$ cat src/rtl/store_byte_serializer.sv
// Store-side narrowing path: truncates a 32-bit register value to SB/SH/SW width
// and writes it little-endian to a byte-wide memory, one beat per mem_ack.
module store_byte_serializer #(
    parameter int ADDR_WIDTH = 32
) (
    input  logic                  clk,
    input  logic                  reset,
    input  logic                  req_valid,
    output logic                  req_ready,
    input  logic [ADDR_WIDTH-1:0] req_addr,
    input  logic [31:0]           req_data,
    input  logic [1:0]            req_size,
    output logic                  mem_we,
    output logic [ADDR_WIDTH-1:0] mem_addr,
    output logic [7:0]            mem_wdata,
    input  logic                  mem_ack,
    output logic                  busy,
    output logic                  done,
    output logic                  misaligned_err
);

    typedef enum logic [0:0] {
        IDLE = 1'b0,
        SEND = 1'b1
    } state_t;

    state_t                state_r, state_s;
    logic [ADDR_WIDTH-1:0] addr_r, addr_s;
    logic [31:0]           data_r, data_s;
    logic [1:0]            k_r, k_s;
    logic [1:0]            last_r, last_s;
    logic                  mem_we_r, mem_we_s;
    logic [ADDR_WIDTH-1:0] mem_addr_r, mem_addr_s;
    logic [7:0]            mem_wdata_r, mem_wdata_s;
    logic                  done_r, done_s;
    logic                  err_r, err_s;
    logic                  ready_r, ready_s;
    logic                  busy_r, busy_s;

    function automatic logic [7:0] pick_byte(input logic [31:0] d, input logic [1:0] k);
        case (k)
            2'd0:    return d[7:0];
            2'd1:    return d[15:8];
            2'd2:    return d[23:16];
            2'd3:    return d[31:24];
            default: return 8'h00;
        endcase
    endfunction

    // Legal stores never cross a word, so only the low two bits move.
    function automatic logic [ADDR_WIDTH-1:0] beat_addr(input logic [ADDR_WIDTH-1:0] base,
                                                        input logic [1:0] k);
        return {base[ADDR_WIDTH-1:2], base[1:0] + k};
    endfunction

    function automatic logic store_legal(input logic [1:0] lo, input logic [1:0] size);
        case (size)
            2'b00:   return 1'b1;
            2'b01:   return (lo[0] == 1'b0);
            2'b10:   return (lo == 2'b00);
            default: return 1'b0;
        endcase
    endfunction

    function automatic logic [1:0] last_beat(input logic [1:0] size);
        case (size)
            2'b01:   return 2'd1;
            2'b10:   return 2'd3;
            default: return 2'd0;
        endcase
    endfunction

    // Next-state and next-output computation.
    always_comb begin
        state_s     = state_r;
        addr_s      = addr_r;
        data_s      = data_r;
        k_s         = k_r;
        last_s      = last_r;
        mem_we_s    = 1'b0;
        mem_addr_s  = {ADDR_WIDTH{1'b0}};
        mem_wdata_s = 8'h00;
        done_s      = 1'b0;
        err_s       = 1'b0;
        case (state_r)
            IDLE: begin
                if (req_valid && ready_r) begin
                    if (store_legal(req_addr[1:0], req_size)) begin
                        state_s     = SEND;
                        addr_s      = req_addr;
                        data_s      = req_data;
                        k_s         = 2'd0;
                        last_s      = last_beat(req_size);
                        mem_we_s    = 1'b1;
                        mem_addr_s  = req_addr;
                        mem_wdata_s = req_data[7:0];
                    end else begin
                        err_s = 1'b1;
                    end
                end else begin
                    state_s = IDLE;
                end
            end
            SEND: begin
                mem_we_s    = 1'b1;
                mem_addr_s  = mem_addr_r;
                mem_wdata_s = mem_wdata_r;
                if (mem_ack) begin
                    if (k_r == last_r) begin
                        state_s     = IDLE;
                        mem_we_s    = 1'b0;
                        mem_addr_s  = {ADDR_WIDTH{1'b0}};
                        mem_wdata_s = 8'h00;
                        done_s      = 1'b1;
                    end else begin
                        k_s         = k_r + 2'd1;
                        mem_addr_s  = beat_addr(addr_r, k_r + 2'd1);
                        mem_wdata_s = pick_byte(data_r, k_r + 2'd1);
                    end
                end else begin
                    state_s = SEND;
                end
            end
            default: begin
                state_s = IDLE;
            end
        endcase
        ready_s = (state_s == IDLE);
        busy_s  = (state_s == SEND);
    end

    // State and registered outputs; reset aborts any transfer in flight.
    always_ff @(posedge clk or negedge reset) begin
        if (!reset) begin
            state_r     <= IDLE;
            addr_r      <= {ADDR_WIDTH{1'b0}};
            data_r      <= 32'h0000_0000;
            k_r         <= 2'd0;
            last_r      <= 2'd0;
            mem_we_r    <= 1'b0;
            mem_addr_r  <= {ADDR_WIDTH{1'b0}};
            mem_wdata_r <= 8'h00;
            done_r      <= 1'b0;
            err_r       <= 1'b0;
            ready_r     <= 1'b1;
            busy_r      <= 1'b0;
        end else begin
            state_r     <= state_s;
            addr_r      <= addr_s;
            data_r      <= data_s;
            k_r         <= k_s;
            last_r      <= last_s;
            mem_we_r    <= mem_we_s;
            mem_addr_r  <= mem_addr_s;
            mem_wdata_r <= mem_wdata_s;
            done_r      <= done_s;
            err_r       <= err_s;
            ready_r     <= ready_s;
            busy_r      <= busy_s;
        end
    end

    assign req_ready      = ready_r;
    assign mem_we         = mem_we_r;
    assign mem_addr       = mem_addr_r;
    assign mem_wdata      = mem_wdata_r;
    assign busy           = busy_r;
    assign done           = done_r;
    assign misaligned_err = err_r;

endmodule

$ cat config.mk
export PLATFORM = sky130hd
export DESIGN_NAME = store_byte_serializer
export DESIGN_NICKNAME = d
export VERILOG_FILES = /design/src/rtl/store_byte_serializer.sv
export SDC_FILE = /design/constraint.sdc
export NUM_CORES = 1
export LEC_CHECK = 0
export CORE_MARGIN = 3
export CORE_UTILIZATION = 53
export CTS_BUF_LIST = sky130_fd_sc_hd__clkbuf_16
export CTS_CLUSTER_SIZE = 30
export DETAILED_ROUTE_END_ITERATION = 10
export PLACE_DENSITY_LB_ADDON = 0.08
export SLEW_MARGIN = 40
export SYNTH_ARGS = -nofsm -noshare
export SYNTH_HDL_FRONTEND = slang
export SYNTH_SLANG_ARGS = --single-unit
export TNS_END_PERCENT = 50
$ cat constraint.sdc
create_clock -name clk -period 2.5 [get_ports clk]
set_input_delay 0.5 -clock clk [delete_from_list [all_inputs] [get_ports clk]]
set_output_delay 0.5 -clock clk [all_outputs]
set_load 0.01 [all_outputs]
==> results_dict.tcl <==
set metrics [dict create \
    worst-setup-path-type "in2reg" \
    synth_compound_area_frac 0.1498 \
    p_switching_mw 2.225 \
    cts_buffer_depth 2 \
    dominantRegCellSynth "dfrtp_1" \
    nets 595 \
    cts_buffers 9 \
    num_rows 33 \
    synthSimpleGateAreaFrac 0.07234 \
    synth_edf_count 0 \
    yosys.area_share.adder 0.02670 \
    clock_latency_ps 340 \
    cts.htree.levels 3 \
    area_growth_pct 34.06 \
    endpoint_kind "flip-flop" \
    fin_util 0.7497 \
    synthCells 401 \
    final_common_cell "clkdlybuf4s50_1" \
    worstPathMaxFanout 19 \
    avgSynthCellArea_um2 11.69 \
    ant_nets 0 \
    die_y_um 100.0 \
    post-route-min-period_ps 2292 \
    max-cap-violations 0 \
    status "finished, final reports clean" \
    core_area_um2 8382 \
    maxSlewViolCount 0 \
    grt_max_degree 50 \
    worst_pin_slew_ps 464.5 \
    arrival_ps 2540 \
    antenna_found_initial 0 \
    grt-ovfl-total 0 \
    numPortBuffers 114 \
    cts.reportedPaths.clkPinSlew_ps 70 \
    syn_nets 481 \
    grt_pass1_wl_um 17020 \
    syn-cell-area_um2 4687 \
    routedWlPerCell_um 16.43 \
    power_density_nw_per_um2 1113 \
    cts_tree "done" \
    drc 0 \
    yosys_warnings 0 \
    cts_root_buf "clkbuf_16" \
    holdBufCountCts 0 \
    hpwl_um 7117 \
    cts-resized-gates 0 \
    muxShareOfSynthArea 0.08409 \
    sw_frac_of_total 0.3181 \
    maxSlewHeadroom 0.6900 \
    leakagePower_nw 3.000 \
    hold_class "in2async" \
    fmax_mhz 436.2 \
    gp_congestion 0.7418 \
    num_vias 3391 \
    vias_per_cell 5.426 \
    die_area_um2 10010 \
    p_comb_frac 0.350 \
    ys_seq_area_frac 0.5982 \
    clkPwrFrac 0.203 \
    intPower_mw 4.771 \
    instances_no_fill 625 \
    fin_worst_skew_ps 4.181 \
    first_global_vias 3532 \
    die_w_um 100.0 \
    setup_viol 0 \
    synthXorXnorAreaFrac 0.007475 \
    rsz0062_at_grt "no" \
    ys_types 30 \
    vdd_ir_drop_max_uv 624.8 \
    grt_usage 0.2135 \
    synth_top_family_by_area "compound AO/OA/AOI/OAI gates" \
    drive_gt1_frac 0.1327 \
    place_inst 609 \
    synth-seq-cells 112 \
    tritoncts_num_sinks 112 \
    cp-start-kind "primary input" \
    cts_setup_buffers 0 \
    first_pass_iters 5 \
    seqPwrFrac 0.447 \
    wl_um 10270 \
    hold_violations 0 \
    cp.required_ps 2750 \
    drt_iter0_drc 174 \
    layout.cells.most_common_list "clkdlybuf4s50_1, dfrtp_1, nand2_1, inv_1, mux2_2" \
    fin_crit_sh 0.9170 \
    num_io_pins 115 \
    async_flop_share 1.000 \
    start_util 0.5592 \
    antenna_cells 0 \
]
power by group through the flow:
stage / registers, mW / logic, mW / clock network (mW)
2_1_floorplan: 3.16 / 1.30 / 0
3_3_place_gp: 3.10 / 2.40 / 0
3_5_place_dp: 3.15 / 2.46 / 0
4_1_cts: 3.13 / 2.49 / 1.44
5_1_grt: 3.24 / 2.72 / 1.52
6_report: 3.13 / 2.45 / 1.42
routing by layer:
metal  GRT usage  part of all wire
met1      0.2705              0.42
met3     0.05073             0.055
met5           0                 0
met2      0.3710              0.52
met4     0.05492             0.013
layout make-up:
type | instances | area (µm²)
flip-flops and latches | 112 | 2804
fillers | 586 | 2098
multi-input cells | 226 | 1603
repair buffers | 128 | 1306
clock buffers | 9 | 225.2
inverters | 38 | 142.6
well taps | 105 | 131.4
clock inverters | 7 | 71.32
final timing paths:
path | slack (ps) | cells past startpoint | from | end
worst max-delay path | 210 | 9 | req_size[0] | addr_r[18]
worst min-delay path | 100 | 1 | reset | addr_r[3]
worst max register to register | 600 | 6 | k_r[1] | mem_wdata[3]
worst min register to register | 500 | 2 | addr_r[22] | mem_addr[22]
max in group asynchronous | 1630 | 2 | reset | mem_addr[18]
min in group clk | 500 | 2 | addr_r[22] | mem_addr[22]
cell families (layout without fill, tap and decap cells):
family | Yosys count | after routing
flip-flops | 112 | 112
multiplexers | 35 | 35
AO/OA/AOI/OAI | 93 | 93
buffers and inverters | 63 | 182
adder cells (fa/ha/maj) | 10 | 10
AND/OR/NAND/NOR | 84 | 84
XOR/XNOR | 4 | 4
synthesized netlist by cell type, types with 2 or more instances:
cell | n | area [µm²]
nor3_1 | 3 | 15.01
a222oi_1 | 8 | 80.08
inv_1 | 38 | 142.6
buf_2 | 2 | 10.01
a221o_1 | 9 | 90.09
dfrtp_1 | 111 | 2778
nor2_1 | 3 | 11.26
ha_1 | 10 | 125.1
mux2_2 | 35 | 394.1
buf_4 | 11 | 82.58
xnor2_1 | 2 | 17.52
o211a_1 | 8 | 80.08
o21ba_2 | 2 | 20.02
xor2_1 | 2 | 17.52
o21ai_0 | 26 | 130.1
a22oi_1 | 31 | 232.7
clkbuf_1 | 11 | 41.29
nand2_1 | 73 | 274.0
o21ai_1 | 5 | 25.02
sequential cells by signal, indices dropped and copies added (netlist names):
register and cells:
addr_r 32, busy 1, data_r 32, done 1, k_r 2, last_r 2
mem_addr 32, mem_wdata 8, misaligned_err 1, req_ready 1
worst max-delay path, cell delays in order:
cell             delay, ps
clkdlybuf4s50_1        460
inv_1                  110
ha_1                   150
or3b_1                 400
a31oi_4                260
buf_12                 200
buf_4                  240
nand2_1                100
o21ai_0                100
stage by stage:
stage          instance area (µm²)  setup WS, ps  setup TNS [ps]  total power, mW  hold slack [ps]
2_1_floorplan                 4687         504.7               0            4.456            204.4
3_3_place_gp                  5987        -13.34          -279.4            5.499            468.2
3_5_place_dp                  5987        -96.83           -4142            5.615            475.8
4_1_cts                       6284         210.1               0            7.061            111.2
5_1_grt                       6284         108.3               0            7.479            131.3
6_report                      6284         207.6               0            6.996            97.63
No activity file was read; power rests on OpenSTA's default activity.
